===== config.mk =====
export PLATFORM = sky130hd
export DESIGN_NAME = if_prefetch_queue
export DESIGN_NICKNAME = d
export VERILOG_FILES = /design/src/rtl/if_prefetch_queue.sv
export SDC_FILE = /design/constraint.sdc
export NUM_CORES = 1
export LEC_CHECK = 0
export BUFFER_PORTS_ARGS = -buffer_cell sky130_fd_sc_hd__buf_2
export CAP_MARGIN = 40
export CORE_UTILIZATION = 25
export DETAILED_ROUTE_END_ITERATION = 8
export GPL_ROUTABILITY_DRIVEN = 0
export PLACE_DENSITY_LB_ADDON = 0.25
export SYNTH_ARGS = -nofsm -noshare
export SYNTH_HDL_FRONTEND = slang
export SYNTH_SLANG_ARGS = --single-unit
export TNS_END_PERCENT = 1

===== constraint.sdc =====
create_clock -name clk -period 2.9 [get_ports clk]
set_input_delay 0.725 -clock clk [delete_from_list [all_inputs] [get_ports clk]]
set_output_delay 0.725 -clock clk [all_outputs]
set_load 0.05 [all_outputs]

===== src/rtl/if_prefetch_queue.sv =====
// if_prefetch_queue
//   Instruction-fetch front end. Owns the PC, addresses a combinational
//   instruction ROM, and buffers fetched words with their addresses in a
//   DEPTH-entry FIFO. The IF/ID register drains the FIFO through out_valid/out_ready.
//   A taken branch (redirect) reloads the PC and discards every buffered entry.
//
// Ports
//   clk          rising-edge clock
//   reset        synchronous, active-low reset
//   fetch_en     fetch allowed this cycle
//   rom_addr     current PC, drives the ROM address
//   rom_data     ROM word at rom_addr, same cycle
//   redirect     branch taken: load redirect_pc and flush
//   redirect_pc  branch target address
//   out_valid    head entry available (masked while redirect is high)
//   out_ready    IF/ID accepts the head entry
//   out_instr    head instruction word
//   out_pc       address of the head instruction
//   out_next_pc  out_pc + PC_INC, wrapping at 2^PC_W
//   count        number of occupied entries, 0..DEPTH
//   full         count == DEPTH
//   empty        count == 0
module if_prefetch_queue #(
  parameter int PC_W     = 8,
  parameter int INSTR_W  = 32,
  parameter int DEPTH    = 4,
  parameter int PC_INC   = 4,
  parameter int RESET_PC = 0
) (
  input  logic                   clk,
  input  logic                   reset,
  input  logic                   fetch_en,
  output logic [PC_W-1:0]        rom_addr,
  input  logic [INSTR_W-1:0]     rom_data,
  input  logic                   redirect,
  input  logic [PC_W-1:0]        redirect_pc,
  output logic                   out_valid,
  input  logic                   out_ready,
  output logic [INSTR_W-1:0]     out_instr,
  output logic [PC_W-1:0]        out_pc,
  output logic [PC_W-1:0]        out_next_pc,
  output logic [$clog2(DEPTH):0] count,
  output logic                   full,
  output logic                   empty
);

  localparam int              PTR_W    = $clog2(DEPTH);
  localparam logic [PC_W-1:0] PC_STEP  = PC_W'(PC_INC);
  localparam logic [PC_W-1:0] PC_RST   = PC_W'(RESET_PC);
  localparam logic [PTR_W:0]  CNT_FULL = (PTR_W+1)'(DEPTH);

  logic [PC_W-1:0]    pc_reg;
  logic [PTR_W-1:0]   wr_ptr_reg;
  logic [PTR_W-1:0]   rd_ptr_reg;
  logic [PTR_W:0]     count_reg;

  // Entry storage: instruction word plus the address it was fetched from.
  logic [INSTR_W-1:0] instr_mem [DEPTH];
  logic [PC_W-1:0]    pc_mem    [DEPTH];

  logic push;
  logic pop;

  assign full  = (count_reg == CNT_FULL);
  assign empty = (count_reg == '0);
  assign count = count_reg;

  // Redirect masks valid combinationally so IF/ID never takes a stale word
  // in the same cycle the queue is being flushed.
  assign out_valid = ~empty & ~redirect;
  assign pop       = out_valid & out_ready;
  // A full queue may still accept a word when the head leaves this cycle.
  assign push      = fetch_en & ~redirect & (~full | pop);

  assign rom_addr    = pc_reg;
  assign out_instr   = instr_mem[rd_ptr_reg];
  assign out_pc      = pc_mem[rd_ptr_reg];
  assign out_next_pc = pc_mem[rd_ptr_reg] + PC_STEP;

  // Control state. Pointers wrap naturally because DEPTH is a power of 2.
  always_ff @(posedge clk) begin
    if (!reset) begin
      pc_reg     <= PC_RST;
      wr_ptr_reg <= '0;
      rd_ptr_reg <= '0;
      count_reg  <= '0;
    end else if (redirect) begin
      pc_reg     <= redirect_pc;
      wr_ptr_reg <= '0;
      rd_ptr_reg <= '0;
      count_reg  <= '0;
    end else begin
      if (push) begin
        pc_reg     <= pc_reg + PC_STEP;
        wr_ptr_reg <= wr_ptr_reg + 1'b1;
      end
      if (pop) begin
        rd_ptr_reg <= rd_ptr_reg + 1'b1;
      end
      case ({push, pop})
        2'b10:   count_reg <= count_reg + 1'b1;
        2'b01:   count_reg <= count_reg - 1'b1;
        default: count_reg <= count_reg;
      endcase
    end
  end

  // Storage has no reset; entries are only observable once counted.
  always_ff @(posedge clk) begin
    if (reset && push) begin
      instr_mem[wr_ptr_reg] <= rom_data;
      pc_mem[wr_ptr_reg]    <= pc_reg;
    end
  end

endmodule


==> results of run 1 <==
-- final cells by class --
cell class | count | area (um2)
Clock buffer | 21 | 482
Clock inverter | 11 | 95.1
Fill cell | 2639 | 18400
Inverter | 6 | 22.5
Multi-Input combinational cell | 126 | 1560
Sequential cell | 177 | 5150
Tap cell | 341 | 427
Timing Repair Buffer | 124 | 759
-- cell usage in the layout, fill, tap and decap left out, types with 2 or more instances in the layout --
master,synthesis,routed
edfxtp_1,160,160
buf_2,6,103
mux4_2,35,38
clkbuf_16,0,18
dfxtp_1,17,15
buf_4,5,12
xnor2_1,9,9
nand2b_1,9,9
nor2_1,8,8
nand2_1,7,7
inv_1,6,6
ha_1,6,6
buf_12,0,6
o211a_1,5,5
xor2_1,4,4
and3_2,0,4
a21oi_1,4,4
nor3_1,5,4
nand3_1,3,3
inv_6,0,3
clkinv_4,0,3
buf_6,1,3
nor3b_1,2,2
mux4_1,5,2
o21a_1,2,2
mux2i_1,2,2
nor2b_1,2,2
nor4_1,2,2
o21ai_0,2,2
inv_8,0,2
clkbuf_8,0,2
clkinvlp_4,0,2
-- metal layers --
layer	track usage [%]	share of wire (%)	up-vias	routed length [um]
met1	13.3	46	1765	6520
met2	16.7	48	82	6750
li1	-	-	1568	-
met5	0	0	-	0
met3	3.12	4.2	17	587
met4	3.71	1.5	0	213
-- how the worst max path moves through the flow --
stage | to | slack, ns | depth (start not counted)
floorplan | out_next_pc[4] | -0.21 | 4
finish | out_next_pc[6] | 0.11 | 5
CTS | out_next_pc[6] | -0.02 | 5
global route | out_next_pc[6] | 0.01 | 5
global placement | out_next_pc[7] | 0.32 | 6
detailed placement | out_next_pc[7] | 0.31 | 6
-- cells by family (layout without fill, tap and decap cells) --
| logic type | count (synthesis) | in the layout | share of synthesized area [%] |
|---|---|---|---|
| buffers and inverters | 21 | 162 | 1.81 |
| AOI/OAI and AO/OA | 16 | 16 | 1.83 |
| adders and majority gates | 7 | 7 | 1.39 |
| and+or+nand+nor | 48 | 48 | 4.23 |
| xor gates and xnor gates | 13 | 13 | 1.67 |
| muxes | 42 | 42 | 13.8 |
| DFF | 177 | 177 | 75.3 |
-- timing repair --
action / CTS / global route
resized for setup: 4 / 8
buffers inserted: 0 / 3
setup endpoints to repair: 3 / 4
-- where the power goes --
part	switching (mW)	internal, mW	leakage (nW)
Clock	0.989	1.22	0.280
Sequential	0.0261	2.81	1.59
Combinational	0.222	0.0980	1.04
==> results.py, run 1 <==
metrics = {
    "logic_synthesis": {
        "syn_area_mm2": 0.00683,
        "postSynthCellCount": 324,
        "yosysWarnings": 0,
        "synth-seq-cells": 177,
        "yosysTopAreaCellShare_pct": 70.3,
        "synth_seq_area_share_pct": 75.3,
        "synth_area_per_cell_um2": 21.1,
        "synth.distinct_cells": 37,
        "synth_area_leader_cell": "edfxtp_1",
        "synth_fp_nets": 376,
        "netlist_top_cells_area": "edfxtp_1 (70%), mux4_2 (12%), dfxtp_1 (5.0%)",
        "synth_edf_count": 160,
        "ys.flop_type": "edfxtp_1",
        "async_flop_share_pct": 0,
        "synth_common_cells": "edfxtp_1 (160), mux4_2 (35), dfxtp_1 (17), nand2b_1 (9), xnor2_1 (9)",
        "yosysMostFrequentCell": "edfxtp_1",
    },
    "cells_and_area": {
        "final_layout_size_suffix_gt1_share_pct": 43.9,
        "areaGrowthSynthToFinish_pct": 24.4,
        "final_nets": 504,
        "n_antenna_cell": 0,
        "finalNonFillerCells": 806,
        "top_register": "instr_mem",
        "finish.utilization_pct": 31.6,
        "largest_register_ffs": 128,
        "final_area_mm2": 0.00850,
    },
    "timing": {
        "slew_headroom_pct": 74.2,
        "min_period_over_period_pct": 96.2,
        "hold_viol": 0,
        "final-max-slew-violation-count": 0,
        "setup_slack_ns": 0.110,
        "fmax_ghz": 0.358,
        "fin_setup_tns_ns": 0,
        "grt_setup_unrepaired": "no",
        "fin_skew_ns": 0.00957,
        "setup_viol": 0,
        "period_needed_ns": 2.79,
        "hold_ws_ns": 0.515,
        "worstMarginPinSlew_ns": 0.381,
    },
    "worst_hold_path": {
        "holdCritStartpoint": "rom_data[10]",
        "holdPathStages": 1,
        "hold_path_end": "instr_mem[3][10]",
        "hold_class": "in -> reg",
    },
    "route": {
        "antenna_left": 0,
        "wl_um": 14100,
        "dr_total_vias": 3432,
        "dr.pass1.iters": 4,
        "wl_per_cell_um": 17.5,
        "dr.first_iter.drc_count": 207,
        "viasPerCell": 4.26,
        "drc": 0,
    },
    "floorplanning": {
        "ioPinCount": 107,
        "coreArea_mm2": 0.0269,
        "die_x_um": 167,
        "initial_core_util_pct": 25.4,
        "fp.dieArea_mm2": 0.0280,
        "fp.dieH_um": 167,
        "row_count": 60,
    },
    "place": {
        "dp_hpwl_um": 8980,
        "post-place-ws_ns": 0.308,
        "port_buffers": 106,
        "dp_cells": 771,
        "placed_area_mm2": 0.00787,
    },
    "power_and_ir_drop": {
        "power_density_mw_per_mm2": 631,
        "total_power_mw": 5.36,
        "irDropWorstVdd_mv": 0.346,
        "p_leak_nw": 2.91,
    },
    "global_routing": {
        "grt_max_degree": 29,
        "grt_pass1_wl_um": 21100,
        "grt_usage_pct": 10.4,
        "grt_pass1_vias": 3584,
        "antenna_found_initial": 0,
        "globalRouteOverflowTotal": 0,
    },
    "cts": {
        "cts-root-buf": "clkbuf_16",
        "clk_latency_ns": 0.42,
        "clk_pin_slew_ns": 0.07,
        "htree_levels": 4,
        "cts_tree": "yes",
        "numClockSinks": 177,
        "clockBufferDepth": 2,
        "cts_hold_buf": 0,
        "numCtsBuffers": 17,
    },
    "worst_setup_path": {
        "worstPathMaxFanout": 7,
        "cp-end-kind": "output pin",
        "critPathMaxStageDelay_ns": 0.56,
        "rrSetupSlack_ns": 0.66,
        "critPathSlowestCell": "mux4_2",
        "r2r-start": "count[1]",
        "cpLargestDelayFamily": "multiplexers",
        "arrival_ns": 2.06,
        "worst-setup-path-type": "reg -> out",
        "crit_buf_inv": 1,
        "path_cells": "mux4_2 > ha_1 > nand3_1 > xnor2_1 > buf_4",
        "required_ns": 2.17,
        "r2r_end": "count[2]",
        "start_kind": "flip-flop",
        "reg2reg_depth": 7,
    },
    "job": {
        "maxCapViolations": 0,
    },
    "outcome": {
        "outcome": "completed",
    },
}
Power figures use the tool's default switching activity.
==> run 2: changes to the inputs <==
--- a/config.mk
+++ b/config.mk
@@ -7,7 +7,8 @@
 export LEC_CHECK = 0
 export BUFFER_PORTS_ARGS = -buffer_cell sky130_fd_sc_hd__buf_2
 export CAP_MARGIN = 40
-export CORE_UTILIZATION = 25
+export CORE_ASPECT_RATIO = 1.4
+export CORE_UTILIZATION = 45
 export DETAILED_ROUTE_END_ITERATION = 8
 export GPL_ROUTABILITY_DRIVEN = 0
 export PLACE_DENSITY_LB_ADDON = 0.25
==> results.py, run 2 (synthesized netlist as in run 1, its figures left out) <==
metrics = {
    "worst_setup_path": {
        "path_cells": "mux4_2 > ha_2 > nand3_1 > xnor2_1 > buf_4",
        "worstPathMaxFanout": 8,
        "required_ns": 2.17,
        "reg2reg_depth": 7,
        "critPathMaxStageDelay_ns": 0.58,
        "critPathSlowestCell": "mux4_2",
        "start_kind": "flip-flop",
        "arrival_ns": 2.10,
        "cp-end-kind": "output pin",
        "worst-setup-path-type": "reg -> out",
    },
    "cells_and_area": {
        "fill_cells": 1153,
        "areaGrowthSynthToFinish_pct": 21.8,
        "largest_register_ffs": 128,
        "final_layout_size_suffix_gt1_share_pct": 44.1,
        "seq_area_mm2": 0.00515,
        "final_common_cell": "edfxtp_1",
        "finish.utilization_pct": 56.8,
        "top_register": "instr_mem",
        "final_nets": 502,
        "multi_input_area_mm2": 0.00156,
        "layout_common_cells": "edfxtp_1 (160), buf_2 (105), mux4_2 (38), clkbuf_16 (17), dfxtp_1 (15)",
    },
    "power_and_ir_drop": {
        "swShare_pct": 21.4,
        "p_clk_share_pct": 43.3,
        "p_leak_nw": 2.93,
        "irDropWorstVdd_mv": 0.337,
        "internal-power_mw": 4.36,
        "p_comb_share_pct": 5.7,
        "power_density_mw_per_mm2": 668,
        "total_power_mw": 5.55,
        "power.switching_mw": 1.19,
        "seq_power_share_pct": 51.1,
    },
    "timing": {
        "fmax_ghz": 0.354,
        "setup_viol": 0,
        "min_period_over_period_pct": 97.3,
        "hold_viol": 0,
        "setup_slack_ns": 0.0779,
        "worstMarginPinSlew_ns": 0.388,
        "fin_setup_tns_ns": 0,
        "period_needed_ns": 2.82,
        "final-max-slew-violation-count": 0,
        "fin_skew_ns": 0.0149,
        "hold_ws_ns": 0.518,
        "slew_headroom_pct": 73.9,
    },
    "route": {
        "wl_per_cell_um": 18.6,
        "dr.pass1.iters": 5,
        "wl_um": 12100,
        "viasPerCell": 5.28,
        "dr_total_vias": 3446,
        "drc": 0,
        "antenna_left": 0,
        "dr.first_iter.drc_count": 126,
    },
    "cts": {
        "clk_latency_ns": 0.42,
        "cts_hold_buf": 0,
        "clk_pin_slew_ns": 0.07,
        "numClockSinks": 177,
        "clockBufferDepth": 2,
        "htree_levels": 4,
        "cts_tree": "yes",
        "cts-root-buf": "clkbuf_16",
        "numCtsBuffers": 17,
    },
    "floorplanning": {
        "die_x_um": 106,
        "row_count": 52,
        "ioPinCount": 107,
        "initial_core_util_pct": 46.7,
        "coreArea_mm2": 0.0146,
        "fp.dieH_um": 148,
        "fp.dieArea_mm2": 0.0157,
    },
    "global_routing": {
        "grt_usage_pct": 16.7,
        "grt_pass1_wl_um": 19200,
        "globalRouteOverflowTotal": 0,
        "antenna_found_initial": 1,
        "grt_max_degree": 33,
        "grt_pass1_vias": 3642,
    },
    "worst_hold_path": {
        "hold_class": "reg -> reg",
        "holdPathStages": 2,
    },
    "place": {
        "dp_hpwl_um": 7780,
        "post-place-ws_ns": 0.281,
        "port_buffers": 106,
    },
    "job": {
        "maxCapViolations": 0,
    },
    "outcome": {
        "outcome": "completed",
    },
}
## run 2: metrics by stage
| stage | std cells | area (um2) |
|---|---|---|
| 2_1_floorplan | 324 | 6840 |
| 3_3_place_gp | 615 | 7620 |
| 3_5_place_dp | 615 | 7620 |
| 4_1_cts | 650 | 8300 |
| 5_1_grt | 653 | 8320 |
| 6_report | 653 | 8320 |
## run 2: critical path, delay by kind of cell (launching register included)
family                   cells  cell delay (ns)
adder cells (fa/ha/maj)      1             0.23
XOR/XNOR                     1             0.12
buffers and inverters        1             0.22
flip-flops                   1             0.44
AND/OR/NAND/NOR              1             0.08
multiplexers                 1             0.58
## run 2: repair_timing
item                                    CTS  global route
endpoints found under the setup margin    6             9
setup buffers                             2             2
pin swaps                                 0             0
cloned                                    1             0
gates resized for setup                   4             3
## run 2: power by group through the flow
stage          clock (mW)  combinational, mW  sequential (mW)
6_report             2.40              0.314             2.84
5_1_grt              2.55              0.333             2.84
4_1_cts              2.45              0.316             2.84
3_5_place_dp            0              0.312             2.89
2_1_floorplan           0              0.183             2.92
3_3_place_gp            0              0.306             2.89
## run 2: final cells by class
type | count | area share [%]
flip-flops and latches | 177 | 61.9
clock inverters | 15 | 2.45
inverters | 6 | 0.271
multi-input cells | 126 | 18.8
repair buffers | 122 | 8.54
diodes | 1 | 0.0301
well taps | 189 | 2.84
clock buffers | 17 | 5.11
## run 2: layer usage
layer	global-route usage, %	vias to the layer above	wire length (um)
met5	0	-	0
met1	19.4	1773	4900
li1	-	1573	-
met2	29.3	87	6620
met3	3.75	13	412
met4	7.85	0	193
## run 2: final timing paths
kind	slack, ns	end	from
max reg2reg	0.68	count[2]	count[0]
min reg2reg	0.52	flip-flop	rd_ptr_reg[1]
max	0.08	out_next_pc[6]	flip-flop
min	0.52	flip-flop	rd_ptr_reg[1]
==> run 3: changes to the inputs <==
--- a/config.mk
+++ b/config.mk
@@ -8,6 +8,7 @@
 export BUFFER_PORTS_ARGS = -buffer_cell sky130_fd_sc_hd__buf_2
 export CAP_MARGIN = 40
 export CORE_ASPECT_RATIO = 1.4
+export CORE_MARGIN = 2
 export CORE_UTILIZATION = 45
 export DETAILED_ROUTE_END_ITERATION = 8
 export GPL_ROUTABILITY_DRIVEN = 0
==> constraint.sdc (replaced) <==
create_clock -name clk -period 2.5 [get_ports clk]
set_input_delay 0.625 -clock clk [delete_from_list [all_inputs] [get_ports clk]]
set_output_delay 0.625 -clock clk [all_outputs]
set_load 0.05 [all_outputs]
==> results.py, run 3 (synthesized netlist as in run 1, its figures left out) <==
metrics = {
    "outcome": {
        "outcome": "complete, but fails checks",
        "violations": "negative setup slack",
    },
    "floorplanning": {
        "initial_core_util_pct": 45.8,
        "fp.dieH_um": 150,
        "ioPinCount": 107,
        "fp.dieArea_mm2": 0.0162,
        "coreArea_mm2": 0.0149,
        "die_x_um": 108,
        "row_count": 53,
    },
    "route": {
        "dr.first_iter.drc_count": 141,
        "drc": 0,
        "antenna_left": 0,
        "dr_total_vias": 3445,
        "wl_um": 12900,
        "wl_per_cell_um": 19.6,
        "dr.pass1.iters": 4,
        "viasPerCell": 5.21,
    },
    "cells_and_area": {
        "n_antenna_cell": 0,
        "layout_common_cells": "edfxtp_1 (160), buf_2 (98), mux4_2 (39), clkbuf_16 (17), dfxtp_1 (15)",
        "largest_register_ffs": 128,
        "final_area_mm2": 0.00852,
        "multi_input_area_mm2": 0.00160,
        "seq_area_mm2": 0.00515,
        "final_nets": 508,
        "final_common_cell": "edfxtp_1",
        "areaGrowthSynthToFinish_pct": 24.8,
        "fill_cells": 1166,
        "final_layout_size_suffix_gt1_share_pct": 45.8,
        "top_register": "instr_mem",
    },
    "worst_setup_path": {
        "cp-end-kind": "output pin",
        "start_kind": "flip-flop",
        "required_ns": 1.88,
        "r2r-start": "count[0]",
        "arrival_ns": 2.00,
        "worstPathMaxFanout": 5,
        "worst-setup-path-type": "reg -> out",
        "r2r_end": "count[2]",
        "rrSetupSlack_ns": 0.25,
        "reg2reg_depth": 7,
    },
    "worst_hold_path": {
        "hold_class": "in -> reg",
        "holdCritStartpoint": "rom_data[23]",
        "hold_path_end": "instr_mem[0][23]",
        "holdPathStages": 1,
    },
    "timing": {
        "fin_skew_ns": 0.0100,
        "grt_setup_unrepaired": "yes",
        "fmax_ghz": 0.381,
        "hold_viol": 0,
        "min_period_over_period_pct": 105,
        "final-max-slew-violation-count": 0,
        "setup_slack_ns": -0.127,
        "setup_viol": 13,
        "period_needed_ns": 2.63,
        "worstMarginPinSlew_ns": 0.362,
        "slew_headroom_pct": 75.5,
    },
    "cts": {
        "numCtsBuffers": 17,
        "cts_tree": "yes",
        "cts_hold_buf": 0,
        "numClockSinks": 177,
        "clk_pin_slew_ns": 0.07,
        "clockBufferDepth": 2,
        "htree_levels": 4,
        "clk_latency_ns": 0.42,
        "cts-root-buf": "clkbuf_16",
    },
    "place": {
        "placed_area_mm2": 0.00775,
        "port_buffers": 106,
        "dp_hpwl_um": 8640,
    },
    "global_routing": {
        "grt_usage_pct": 16.8,
        "globalRouteOverflowTotal": 0,
        "grt_max_degree": 25,
        "grt_pass1_vias": 3702,
        "antenna_found_initial": 0,
        "grt_pass1_wl_um": 19700,
    },
    "power_and_ir_drop": {
        "irDropWorstVdd_mv": 0.411,
        "p_leak_nw": 2.98,
        "power_density_mw_per_mm2": 758,
        "total_power_mw": 6.46,
    },
    "job": {
        "maxCapViolations": 0,
    },
}
run 3: worst max-delay path by stage:
stage / slack [ns] / from / endpoint / cells past startpoint
after floorplan: -0.51 / flip-flop / out_next_pc[4] / 4
after global placement: 0.1 / flip-flop / out_next_pc[6] / 5
after detailed placement: 0.08 / flip-flop / out_next_pc[6] / 5
after CTS: -0.16 / flip-flop / out_next_pc[7] / 6
after global routing: -0.21 / flip-flop / out_next_pc[7] / 6
final: -0.13 / flip-flop / out_next_pc[7] / 6
run 3: what timing repair did:
action                                  in CTS  in global routing
endpoints found under the setup margin      37                 43
setup buffers                                3                  1
pin swaps                                    1                  3
gates resized for setup                     20                 14
run 3: layer usage:
metal | wire (um) | track usage [%] | up-vias
met4 | 201 | 6.54 | 0
met5 | 0 | 0 | -
met3 | 615 | 4.40 | 13
met1 | 4880 | 18.6 | 1772
met2 | 7240 | 30.6 | 81
li1 | - | - | 1579
run 3: final cells by class:
type                            instances  share of cell area, %
Sequential cell                       177                   60.4
Multi-Input combinational cell        126                   18.8
Timing Repair Buffer                  128                   10.3
Clock buffer                           18                   5.03
Tap cell                              192                   2.82
Clock inverter                         14                   2.33
Inverter                                6                  0.264
run 3: power by group:
part	internal (mW)	switching (mW)	total, mW	leakage (nW)
registers	3.26	0.0283	3.29	1.59
logic	0.131	0.262	0.394	1.09
clock network	1.69	1.09	2.78	0.302
total	5.08	1.38	6.46	2.98
run 3: critical path, stage by stage (launching register included):
cell	delay, ns
dfxtp_4	0.40
mux4_2	0.57
buf_6	0.15
nand3_4	0.08
nor2_2	0.05
xor2_1	0.15
buf_6	0.18
run 3: metrics by stage:
step | cells | worst slack, ns | hold WS (ns) | setup TNS, ns | utilization, %
global route | 661 | -0.215 | 0.405 | -4.17 | 57.1
floorplan | 324 | -0.505 | 0.487 | -27.51 | -
CTS | 660 | -0.159 | 0.400 | -3.63 | 56.8
finish | 661 | -0.127 | 0.419 | -0.655 | 57.1
detailed placement | 625 | 0.0792 | 0.514 | 0 | 52.0
global placement | 625 | 0.0957 | 0.507 | 0 | 52.0
